[config.mk]
export PLATFORM = sky130hd
export DESIGN_NAME = coin_feeder
export DESIGN_NICKNAME = d
export VERILOG_FILES = /design/src/rtl/vm_pkg.sv /design/src/rtl/coin_feeder.sv
export SDC_FILE = /design/constraint.sdc
export NUM_CORES = 1
export LEC_CHECK = 0
export BUFFER_PORTS_ARGS = -buffer_cell sky130_fd_sc_hd__buf_2
export CORE_AREA = 2 2 60 51
export CTS_CLUSTER_SIZE = 10
export DETAILED_ROUTE_END_ITERATION = 10
export DIE_AREA = 0 0 62 53
export PLACE_DENSITY_LB_ADDON = 0.3
export SYNTH_ARGS = -nofsm -noshare
export SYNTH_HDL_FRONTEND = slang
export SYNTH_SLANG_ARGS = --single-unit
[constraint.sdc]
create_clock -name clk -period 2.4 [get_ports clk]
set_input_delay 0.12 -clock clk [delete_from_list [all_inputs] [get_ports clk]]
set_output_delay 0.12 -clock clk [all_outputs]
set_load 0.02 [all_outputs]
[src/rtl/vm_pkg.sv]
// Shared definitions for the 2-bit coin interface: coin codes and the feeder state encoding.
// Used by coin_feeder, vending_machine and their benches.
package vm_pkg;

    localparam logic [1:0] COIN_NONE = 2'b00;
    localparam logic [1:0] COIN_5    = 2'b01;
    localparam logic [1:0] COIN_10   = 2'b10;

    typedef enum logic [2:0] {
        ST_IDLE   = 3'd0,
        ST_COIN   = 3'd1,
        ST_GAP    = 3'd2,
        ST_WAIT_Q = 3'd3,
        ST_DONE   = 3'd4
    } feeder_state_t;

    // Greedy coin choice: a 10-unit coin whenever at least two 5-unit steps remain.
    function automatic logic [1:0] greedy_coin(input logic two_or_more);
        return two_or_more ? COIN_10 : COIN_5;
    endfunction

endpackage

[src/rtl/coin_feeder.sv]
// Transmit side of the coin interface: pays a requested amount as greedy coin pulses with idle gaps,
// then waits for the vend strobe q and reports success, early vend or timeout.
module coin_feeder
    import vm_pkg::*;
#(
    parameter int AW      = 4,
    parameter int GAP     = 1,
    parameter int TIMEOUT = 8
) (
    input  logic          clk,
    input  logic          rst,
    input  logic          start,
    input  logic [AW-1:0] amount,
    input  logic          q,
    output logic [1:0]    x,
    output logic          busy,
    output logic          done,
    output logic          vend_ok,
    output logic          early,
    output logic [AW-1:0] coins
);

    // One down-counter serves both the gap and the vend timeout; they are never active together.
    localparam int TMAX = (GAP > TIMEOUT) ? GAP : TIMEOUT;
    localparam int TW   = $clog2(TMAX + 1);

    feeder_state_t state, state_next;

    logic [AW-1:0] remaining, remaining_next;
    logic [TW-1:0] timer, timer_next;
    logic [AW-1:0] coins_next;
    logic [1:0]    x_next;
    logic          busy_next, done_next, vend_ok_next, early_next;

    logic [AW-1:0] rem_src;
    logic [AW-1:0] coins_base;
    logic          coin_ten;

    always_ff @(posedge clk or negedge rst) begin : state_reg
        if (!rst) begin
            state <= ST_IDLE;
        end else begin
            // NOTE: sequential state always uses non-blocking assignments so every register
            // samples the pre-edge values regardless of block ordering.
            state <= state_next;
        end
    end

    always_comb begin : next_state_logic
        state_next = state;
        unique case (state)
            ST_IDLE: begin
                if (start) state_next = (amount != '0) ? ST_COIN : ST_DONE;
            end
            ST_COIN: begin
                state_next = q ? ST_DONE : ST_GAP;
            end
            ST_GAP: begin
                if (q)                state_next = ST_DONE;
                else if (timer == '0) state_next = (remaining != '0) ? ST_COIN : ST_WAIT_Q;
            end
            ST_WAIT_Q: begin
                if (q || timer == '0) state_next = ST_DONE;
            end
            ST_DONE: begin
                state_next = ST_IDLE;
            end
            default: begin
                state_next = ST_IDLE;
            end
        endcase
    end

    // Outputs are registered from the next state, so a coin is already on x during its COIN cycle.
    always_comb begin : output_logic
        // NOTE: every signal gets a default before the case so no path leaves it unassigned,
        // which would otherwise infer a latch.
        rem_src        = (state == ST_IDLE) ? amount : remaining;
        coin_ten       = (rem_src >= AW'(2));
        coins_base     = (state == ST_IDLE) ? '0 : coins;

        x_next         = COIN_NONE;
        remaining_next = remaining;
        timer_next     = timer;
        coins_next     = coins;
        vend_ok_next   = vend_ok;
        early_next     = early;
        busy_next      = (state_next != ST_IDLE);
        done_next      = (state_next == ST_DONE);

        if (state == ST_IDLE && start) begin
            coins_next   = '0;
            early_next   = 1'b0;
            vend_ok_next = 1'b0;
        end

        unique case (state_next)
            ST_COIN: begin
                x_next         = greedy_coin(coin_ten);
                remaining_next = rem_src - (coin_ten ? AW'(2) : AW'(1));
                coins_next     = (coins_base == '1) ? coins_base : coins_base + 1'b1;
            end
            ST_GAP: begin
                timer_next = (state == ST_GAP) ? timer - 1'b1 : TW'(GAP - 1);
            end
            ST_WAIT_Q: begin
                timer_next = (state == ST_WAIT_Q) ? timer - 1'b1 : TW'(TIMEOUT - 1);
            end
            ST_DONE: begin
                // q in COIN or GAP abandons the rest of the payment.
                vend_ok_next   = (state != ST_IDLE) && q;
                early_next     = q && (state == ST_COIN || state == ST_GAP);
                remaining_next = '0;
            end
            default: begin
            end
        endcase
    end

    always_ff @(posedge clk or negedge rst) begin : datapath_reg
        if (!rst) begin
            x         <= COIN_NONE;
            busy      <= 1'b0;
            done      <= 1'b0;
            vend_ok   <= 1'b0;
            early     <= 1'b0;
            coins     <= '0;
            remaining <= '0;
            timer     <= '0;
        end else begin
            x         <= x_next;
            busy      <= busy_next;
            done      <= done_next;
            vend_ok   <= vend_ok_next;
            early     <= early_next;
            coins     <= coins_next;
            remaining <= remaining_next;
            timer     <= timer_next;
        end
    end

endmodule

==> results of run 1 <==
## worst min-delay path, cell delays in order
cell,delay [ns]
buf_2,0.13
nand2b_1,0.10
o2bb2ai_1,0.07
## final cells by class
class	count	area, µm²
Clock buffer	4	26.3
Fill cell	234	1150
Inverter	4	15.0
Multi-Input combinational cell	102	709
Sequential cell	21	526
Tap cell	38	47.5
Timing Repair Buffer	28	183
## cell usage after synthesis (2+ instances only)
cell	n	area [µm²]
or4_1	2	15.0
ha_1	3	37.5
nor4_1	2	12.5
nor2_1	11	41.3
nor3b_1	2	15.0
a311o_1	2	20.0
or3_1	4	25.0
o21a_1	2	15.0
a31oi_1	4	25.0
and2_1	2	12.5
nor3_1	6	30.0
inv_1	4	15.0
a21oi_1	6	30.0
dfrtp_1	21	526
nand3_1	9	45.0
nor2b_1	4	25.0
o21ai_0	6	30.0
mux2i_1	6	60.1
buf_6	2	22.5
buf_2	2	10.0
o2bb2ai_1	2	17.5
nand2_1	11	41.3
## per-stage QoR
step           std cells  hold WS (ns)  cell area [µm²]   util
2_1_floorplan        133        -0.176             1290      -
3_3_place_gp         191         0.100             1460  0.550
3_5_place_dp         191         0.106             1460  0.550
4_1_cts              196         0.129             1500  0.564
5_1_grt              197         0.139             1510  0.567
6_report             197         0.135             1510  0.567
## cells by family after synthesis
group	count (synthesis)
flops	21
buf+inv	10
fa+ha+maj	3
xor+xnor	2
mux	6
compound gates	31
simple gates	60
## routing by layer
metal,GRT usage,vias up
li1,-,550
met1,0.272,530
met2,0.286,28
met3,0.0489,6
met4,0.0816,0
met5,0,-
## what timing repair did
item	CTS	global route
setup buffers	0	1
hold buffers	1	0
hold endpoints to repair	21	0
setup endpoints to repair	0	2
## worst paths after layout
path,depth (start not counted),to,slack (ns)
max reg2reg,8,coins[0],0.19
max,8,coins[0],0.19
min,3,early,0.14
max in group asynchronous,2,timer[2],1.80
min in group asynchronous,2,vend_ok,0.28
min reg2reg,1,early,0.50
## power breakdown
group	internal [mW]	switching (mW)	leakage, nW	total [mW]
registers	0.505	0.120	0.268	0.625
clock network	0.0649	0.102	0.0150	0.167
logic	0.613	0.789	0.400	1.40
==> metrics, run 1 <==
status completed; Top delay family on crit path compound AO/OA/AOI/OAI gates; min-delay worst type input pin to flip-flop; Die Span Y 53 µm; initial DRC count 19; CP arrival 2.45 ns; Port Buffers 17; Cell Area, Synth 1290 µm²; reg2reg start timer[0]; initial core utilization 0.485; crit path setup slack, layout 0.194 ns; Adder-Cell Fraction of Synth Area 0.0291; post-synthesis simple-gate area fraction 0.266; Clock Sinks 21; Max transition margin 0.615; drt wl/cell 13.8 µm; Core Region 2660 µm²; H-tree depth 1; Total Die Area 3290 µm²; hold_sp q; TritonCTS Buffers 3; TNS Setup 0 ns; CP startpoint timer[0]; uppermost layer routed met4; CP max FO 13; Worst Clk Skew 0.00775 ns; Setup crit start kind flip-flop; cell area power density 1460 nW/µm²; Worst-Skew Late Latency 0.31 ns; Post-synth EDFFs 0; PostCTS Resize Cnt 0; largest family of logic cells by synthesized area simple AND/OR/NAND/NOR gates; Worst setup EP type flip-flop; initial antenna violation count 0; post-layout power 2.20 mW; drt pass-1 iters 4; Final Cycle Share 0.919; first-pass GRT wire length 4640 µm; antenna-violating nets left 0; Pleak 0.684 nW; Worst Path Buf+Inv 2; Worst Path Required 2.64 ns; Final Wtd Congestion 0.883; crit path cell chain inv_1 -> ha_1 -> or3b_4 -> a221oi_4 -> o32ai_2 -> buf_12 -> a41oi_2 -> mux2i_1; Ys Warns 0; n_diodes 0; I/O pin count 18; GRT Util Overall 0.196; cell row count 17; ys flop type dfrtp_1; metal1 wirelength 1310 µm; Slew @ Worst Pin 0.572 ns; Synth async-reset ratio 1.00; via/cell ratio 5.65; slowest cell delay on critical path 0.41 ns; upper clock frequency limit 0.453 GHz; endpoints failing setup 0; maximum root-to-sink buffer count 2; Final Slew Violations 0; top flop regs coins x4, remaining x4, timer x4; TritonCTS clock tree yes; Clock transition at path regs 0.11 ns; slowest CP cell dfrtp_1; Vias 1,114; Mapped Cells 133; Final Net Count 171; commonest non-fill, non-tap cell in the layout dfrtp_1; RSZ-0062 raised after global routing false; largest net degree at the start of global routing 22; Crit Path Class flip-flop to flip-flop; Syn Nets 144; dpl hpwl 2080 µm; met2 routed WL 1240 µm; Final min period 2.21 ns; xor-xnor portion of the synthesized cell area 0.0136; most frequent cells in the layout 21 x dfrtp_1, 17 x buf_2, 11 x nand2_1, 11 x nor2_1; Yosys cell types 42; Area growth, synth to finish 16.8%; vias in the first global route 1,034; Compound-Gate Fraction of Synth Area 0.195; Seq/Total Area, Yosys 0.407; Place WS 0.164 ns; multiplexer area fraction after synthesis 0.0466; fraction of layout cells with a size suffix above 1 0.233; chip width 62 µm; Peak VDD IR 0.665 mV; Avg Cell Area, Syn 9.70 µm²; Post-route DRC 0; Hold Vio Cnt, Final 0; GRT Residual Overflow 0; total wire length 2720 µm; Max Cap Viol 0; met3 wire len 121 µm; Root Buffer clkbuf_4; synthesis-stage register bit count 21
Power figures use the tool's default switching activity.
==> run 2: changes to the inputs <==
ABC_AREA = 1   (was default)
==> run 2 against run 1 <==
  * Synthesized area rose by 1.2%
  * Flip-flop and latch count did not move
  * Sequential share of layout area rose by 1.3 points
  * First-iteration DRC count rose by 120%
  * Hold slack got worse by 0.032 ns
  * Sequential power fell by 3%
  * Clock power rose by 4%
  * Global-route usage fell by 0.68 points
  * Register-to-register slack improved by 0.37 ns
  * Final area fell by 3.6%
==> metrics, run 2 <==
Clock transition at path regs 0.12 ns (about the same); dpl hpwl 2030 µm (-2.5%); n_diodes 0 (unchanged); Cell Area, Synth 1310 µm² (+1.2%); Worst-Skew Late Latency 0.31 ns (about the same); Final min period 1.84 ns (-0.369 ns); Pleak 0.791 nW (+16%); Clk pwr share 0.087 (+0.011); drt pass-1 iters 4 (unchanged); Die Span Y 53 µm (unchanged); largest family of logic cells by synthesized area simple AND/OR/NAND/NOR gates; post-synthesis simple-gate area fraction 0.343 (+0.0775); cell with the most instances after synthesis nand2_1; status completed; crit path setup slack, layout 0.562 ns (+0.369 ns); Post-synth top cells 42 x nand2_1, 26 x inv_1, 21 x dfrtp_1; Internal Dissipation 0.965 mW (-18%); PostCTS Resize Cnt 0 (unchanged); TritonCTS clock tree yes; Worst setup EP type flip-flop; cell area power density 1370 nW/µm² (-6.3%); I/O pin count 18 (unchanged); Final Slew Violations 0 (unchanged); synthesis-stage register bit count 21 (unchanged); Syn Nets 180 (+25%); commonest non-fill, non-tap cell in the layout nand2_1; dominant cell type by area after synthesis dfrtp_1; antenna-violating nets left 0 (unchanged); Final Net Count 201 (+18%); first-pass GRT wire length 4570 µm (-1.6%); ys flop type dfrtp_1; cell row count 17 (unchanged); TritonCTS Buffers 3 (unchanged); Slew @ Worst Pin 0.468 ns (-0.103 ns); Final Cycle Share 0.766 (-0.154); Fill cells 252 (+7.7%); most frequent cells in the layout 42 x nand2_1, 26 x inv_1, 21 x dfrtp_1; via/cell ratio 4.92 (-13%); Post-route DRC 0 (unchanged); fraction of layout cells with a size suffix above 1 0.228 (-0.00519); Post-synth EDFFs 0 (unchanged); Flop pwr share 0.306 (+0.021); Adder-Cell Fraction of Synth Area 0.0288 (-0.000335); maximum root-to-sink buffer count 2 (unchanged); Worst Path Required 2.60 ns (-0.04 ns); Area growth, synth to finish 11.3%; post-layout power 1.98 mW (-9.6%); Gate power share 0.606 (-0.033); chip width 62 µm (unchanged); Max Cap Viol 0 (unchanged); TNS Setup 0 ns (unchanged); Ys Warns 0 (unchanged); switching power 1.02 mW (+0.66%); Place WS 0.598 ns (+0.434 ns); Seq/Total Area, Yosys 0.403 (-0.00469); H-tree depth 1 (unchanged); top cell type's share of synthesized area 0.403 (-0.00469); endpoints failing setup 0 (unchanged); GRT Residual Overflow 0 (unchanged); multiplexer area fraction after synthesis 0 (-0.0466); sw frac 0.513 (+0.0524); Root Buffer clkbuf_4; Peak VDD IR 0.642 mV (-3.5%); top flop regs coins x4, remaining x4, timer x4; initial antenna violation count 0 (unchanged); Crit Path Class flip-flop to flip-flop; total wire length 2510 µm (-7.8%); initial core utilization 0.491 (+0.00565); initial DRC count 41 (+22); xor-xnor portion of the synthesized cell area 0.0134 (-0.000156); Vias 1,116 (+0.18%); Worst Clk Skew 0.0109 ns (+0.00318 ns); Synth async-reset ratio 1.00 (unchanged); CP arrival 2.04 ns (-0.41 ns); Avg Cell Area, Syn 7.72 µm² (-20%); Setup crit start kind flip-flop; Yosys cell types 28 (-33%); Mapped Cells 169 (+27%); Compound-Gate Fraction of Synth Area 0.114 (-0.0809); GRT Util Overall 0.189 (-0.00678); Max transition margin 0.688 (+0.0723); Hold Vio Cnt, Final 0 (unchanged); Port Buffers 17 (unchanged); largest net degree at the start of global routing 22 (unchanged); synth top area cells dfrtp_1 40%, nand2_1 12%, inv_1 7.5%; Total Die Area 3290 µm² (unchanged); Core Region 2660 µm² (unchanged); min-delay worst type input pin to flip-flop; Clock Sinks 21 (unchanged); Final Wtd Congestion 0.932 (+5.5%); RSZ-0062 raised after global routing false; vias in the first global route 1,078 (+4.3%); drt wl/cell 11.0 µm (-20%); CP max FO 13 (unchanged); upper clock frequency limit 0.544 GHz (+20%)
[run 2: cell count changes after synthesis, sizes merged, moves of 3 or more]
cell,previous run,this run
nor3b,3,0
nand4,0,3
nor2b,4,0
or3,4,0
a21oi,6,3
buf,5,2
nor2,11,18
nand3,9,17
inv,4,28
mux2i,6,0
nand2,11,47
o21ai,6,19
nor4,3,0
nor3,6,1
[run 2: logic make-up (layout without fill, tap and decap cells)]
kind of cell | Yosys count | after routing
AOI/OAI and AO/OA | 25 | 25
buffers and inverters | 30 | 50
DFF | 21 | 21
adders and majority gates | 3 | 3
and+or+nand+nor | 88 | 88
xor gates and xnor gates | 2 | 2
[run 2: area by class of cell]
cell class	count	area, µm²	area share
timing repair buffer	18	95.1	0.0655
clock buffer	3	22.5	0.0155
multi-input combinational	118	652	0.449
sequential	21	526	0.362
inverter	28	105	0.0724
clock inverter	1	5.00	0.00345
tap	38	47.5	0.0327
[run 2: final timing paths]
path | start | slack, ns | endpoint | cells after the start
max in group asynchronous | rst | 1.80 | coins[1] | 2
setup reg to reg | state[2] | 0.56 | remaining[2] | 8
setup / recovery | state[2] | 0.56 | remaining[2] | 8
min in group asynchronous | rst | 0.27 | timer[0] | 2
hold reg to reg | early | 0.54 | early | 2
hold / removal | q | 0.10 | early | 3
[run 2: power groups by stage]
stage | Combinational [mW] | Sequential [mW] | Clock (mW)
final | 1.20 | 0.608 | 0.173
after global routing | 1.40 | 0.629 | 0.194
after CTS | 1.21 | 0.605 | 0.182
after detailed placement | 1.20 | 0.611 | 0
after global placement | 1.17 | 0.607 | 0
after floorplan | 0.925 | 0.666 | 0
[run 2: timing repair]
item                                    4_1_cts  5_1_grt
hold buffers                                  1        0
buffers inserted                              0        0
hold endpoints to repair                     21        0
endpoints found under the setup margin        0        0
[run 2: per-layer routing]
metal	track usage	share of wire	vias to the layer above
met1	0.249	0.49	504
li1	-	-	579
met2	0.313	0.45	31
met3	0.0489	0.055	2
met5	0	0	-
met4	0.0355	0.0044	0
[run 2: critical path: stages (launching register included)]
cell and delay (ns):
dfrtp_1 0.46, nor2_4 0.16, nand2_4 0.14, o21ai_2 0.26, nand4_2 0.17, ha_1 0.23, xor2_1 0.16, nand2_1 0.08
o21ai_1 0.06
[run 2: through the flow]
stage	util	std cells	cell area [µm²]	hold WS, ns
2_1_floorplan	-	169	1310	-0.176
3_3_place_gp	0.532	222	1420	0.101
3_5_place_dp	0.532	222	1420	0.100
4_1_cts	0.546	227	1450	0.0941
5_1_grt	0.546	227	1450	0.107
6_report	0.546	227	1450	0.104
==> run 3: changes to the inputs <==
clock period = 1.62 ns   (was 2.4 ns; I/O delays follow)
==> run 3 against run 2 <==
  * The flow now finishes with violations (negative setup slack)
  * Die area is the same
  * Sequential power rose by 43%
  * Clock power increased by 55%
  * Power up 120%
  * Utilization rose by 15 points
  * Critical path depth unchanged
  * Fmax grew 3.4%
  * Hold slack worse by 0.027 ns
  * Critical endpoint unchanged
  * Largest power group unchanged
  * Highest routed layer unchanged
==> metrics, run 3 (synthesis gave the netlist of run 2 again) <==
Final Wtd Congestion 0.881 (-5.5%); vias in the first global route 1,267 (+18%); TritonCTS clock tree yes; Clock transition at path regs 0.13 ns (about the same); cell row count 17 (unchanged); Final min period 1.78 ns (-0.0597 ns); top flop regs coins x4, remaining x4, timer x4; Max Cap Viol 0 (unchanged); Max transition margin 0.674 (-0.0136); Pleak 0.968 nW (+22%); maximum root-to-sink buffer count 2 (unchanged); drt wl/cell 14.5 µm (+31%); post-layout power 4.27 mW (+120%); drt pass-1 iters 4 (unchanged); hold_sp q; status finished with violations; n_diodes 0 (unchanged); R2R Path End remaining[2]; reg2reg start state[0]; Area growth, synth to finish 42.9%; Total Die Area 3290 µm² (unchanged); upper clock frequency limit 0.562 GHz (+3.4%); Place WS -0.131 ns (-0.728 ns); endpoints failing setup 14 (+14); total wire length 3730 µm (+49%); Peak VDD IR 1.06 mV (+64%); min-delay worst type input pin to flip-flop; TritonCTS Buffers 3 (unchanged); worst-case reg-to-reg path depth 8 (unchanged); Root Buffer clkbuf_4; cell area power density 2290 nW/µm² (+68%); CP startpoint state[0]; Final Cycle Share 1.10 (+0.332); end of the critical path remaining[2]; Vias 1,319 (+18%); Worst setup EP type flip-flop; antenna-violating nets left 0 (unchanged); Setup crit start kind flip-flop; Die Span Y 53 µm (unchanged); failing checks negative setup slack; RSZ-0062 raised after global routing true; GRT Residual Overflow 0 (unchanged); Core Region 2660 µm² (unchanged); met2 usage 0.385 (+0.0729); grt met3 use 0.0562 (+0.00733); Hold Vio Cnt, Final 0 (unchanged); grt met1 use 0.271 (+0.0225); initial antenna violation count 0 (unchanged); most frequent cells in the layout 36 x nand2_1, 26 x buf_4, 24 x inv_1; Reg2Reg Setup Slack -0.16 ns (-0.72 ns); DP Cell Count 242 (+9.0%); GRT Util Overall 0.222 (+0.0322); CP max FO 6 (-7); worst hold margin 0.0765 ns (-0.0272 ns); via/cell ratio 5.13 (+4.4%); busiest grt layer met2; I/O pin count 18 (unchanged); final instance area 1860 µm² (+28%); Crit Path Class flip-flop to flip-flop; Post-route DRC 0 (unchanged); Slew @ Worst Pin 0.489 ns (+0.0204 ns); Final Net Count 231 (+15%); commonest non-fill, non-tap cell in the layout nand2_1; Fill cells 214 (-15%); crit path setup slack, layout -0.158 ns (-0.720 ns); H-tree depth 1 (unchanged); first-pass GRT wire length 5330 µm (+17%); TNS Setup -1.11 ns (-1.11 ns); Worst-Skew Late Latency 0.32 ns (about the same); Placed Area 1600 µm² (+13%); CP arrival 1.99 ns (-0.05 ns); Worst Path Required 1.83 ns (-0.77 ns); largest net degree at the start of global routing 22 (unchanged); initial DRC count 38 (-7.3%); dpl hpwl 2480 µm (+22%); initial core utilization 0.491 (unchanged); Final Slew Violations 0 (unchanged); Port Buffers 17 (unchanged); Worst Clk Skew 0.00639 ns (-0.00455 ns); fin cells 257 (+13%); fraction of layout cells with a size suffix above 1 0.429 (+0.202); chip width 62 µm (unchanged); Clock Sinks 21 (unchanged); final core occ 0.701 (+0.155)
[run 3: changes by cell type in the layout (fill, tap and decap cells not counted), sizes merged]
cell	before	now
buf	17	45
nand2	47	48
nand3	17	18
[run 3: how the worst min path moves through the flow]
| stage | endpoint | slack (ns) | depth (start not counted) |
|---|---|---|---|
| 3_3_place_gp | state[1] | 0.07 | 1 |
| 2_1_floorplan | busy | -0.21 | 0 |
| 4_1_cts | early | 0.07 | 3 |
| 6_report | early | 0.08 | 3 |
| 3_5_place_dp | state[2] | 0.07 | 1 |
| 5_1_grt | early | 0.09 | 3 |
[run 3: critical path: stages, from the launching register on]
cell	delay, ns
dfrtp_1	0.43
nor2_4	0.26
nand2_8	0.12
o21ai_4	0.20
nand4_2	0.18
ha_4	0.21
xor2_1	0.13
nand2_1	0.09
o21ai_2	0.07
[run 3: layout make-up]
class | count | area [µm²] | area share
clock buffers | 3 | 22.5 | 0.0121
clock inverters | 1 | 5.00 | 0.00268
inverters | 28 | 108 | 0.0577
multi-input cells | 120 | 843 | 0.452
flip-flops and latches | 21 | 526 | 0.282
well taps | 38 | 47.5 | 0.0255
repair buffers | 46 | 313 | 0.168
[run 3: timing repair]
action,CTS,global route
hold buffers,1,0
gates cloned,0,2
buffers inserted,3,5
setup endpoints to repair,13,15
pin swaps,3,14
endpoints found under the hold margin,21,0
gates resized for setup,12,26
[run 3: layer usage]
layer	vias to the layer above	part of all wire	routed length, µm
met5	-	0	0
met3	7	0.050	187
li1	643	-	-
met4	0	0.021	77
met1	627	0.43	1610
met2	42	0.50	1860
[run 3: where the power goes]
group	leakage, nW	internal (mW)	switching, mW
Sequential	0.270	0.743	0.126
Combinational	0.680	1.34	1.80
Clock	0.0177	0.0926	0.176
Total	0.968	2.17	2.10
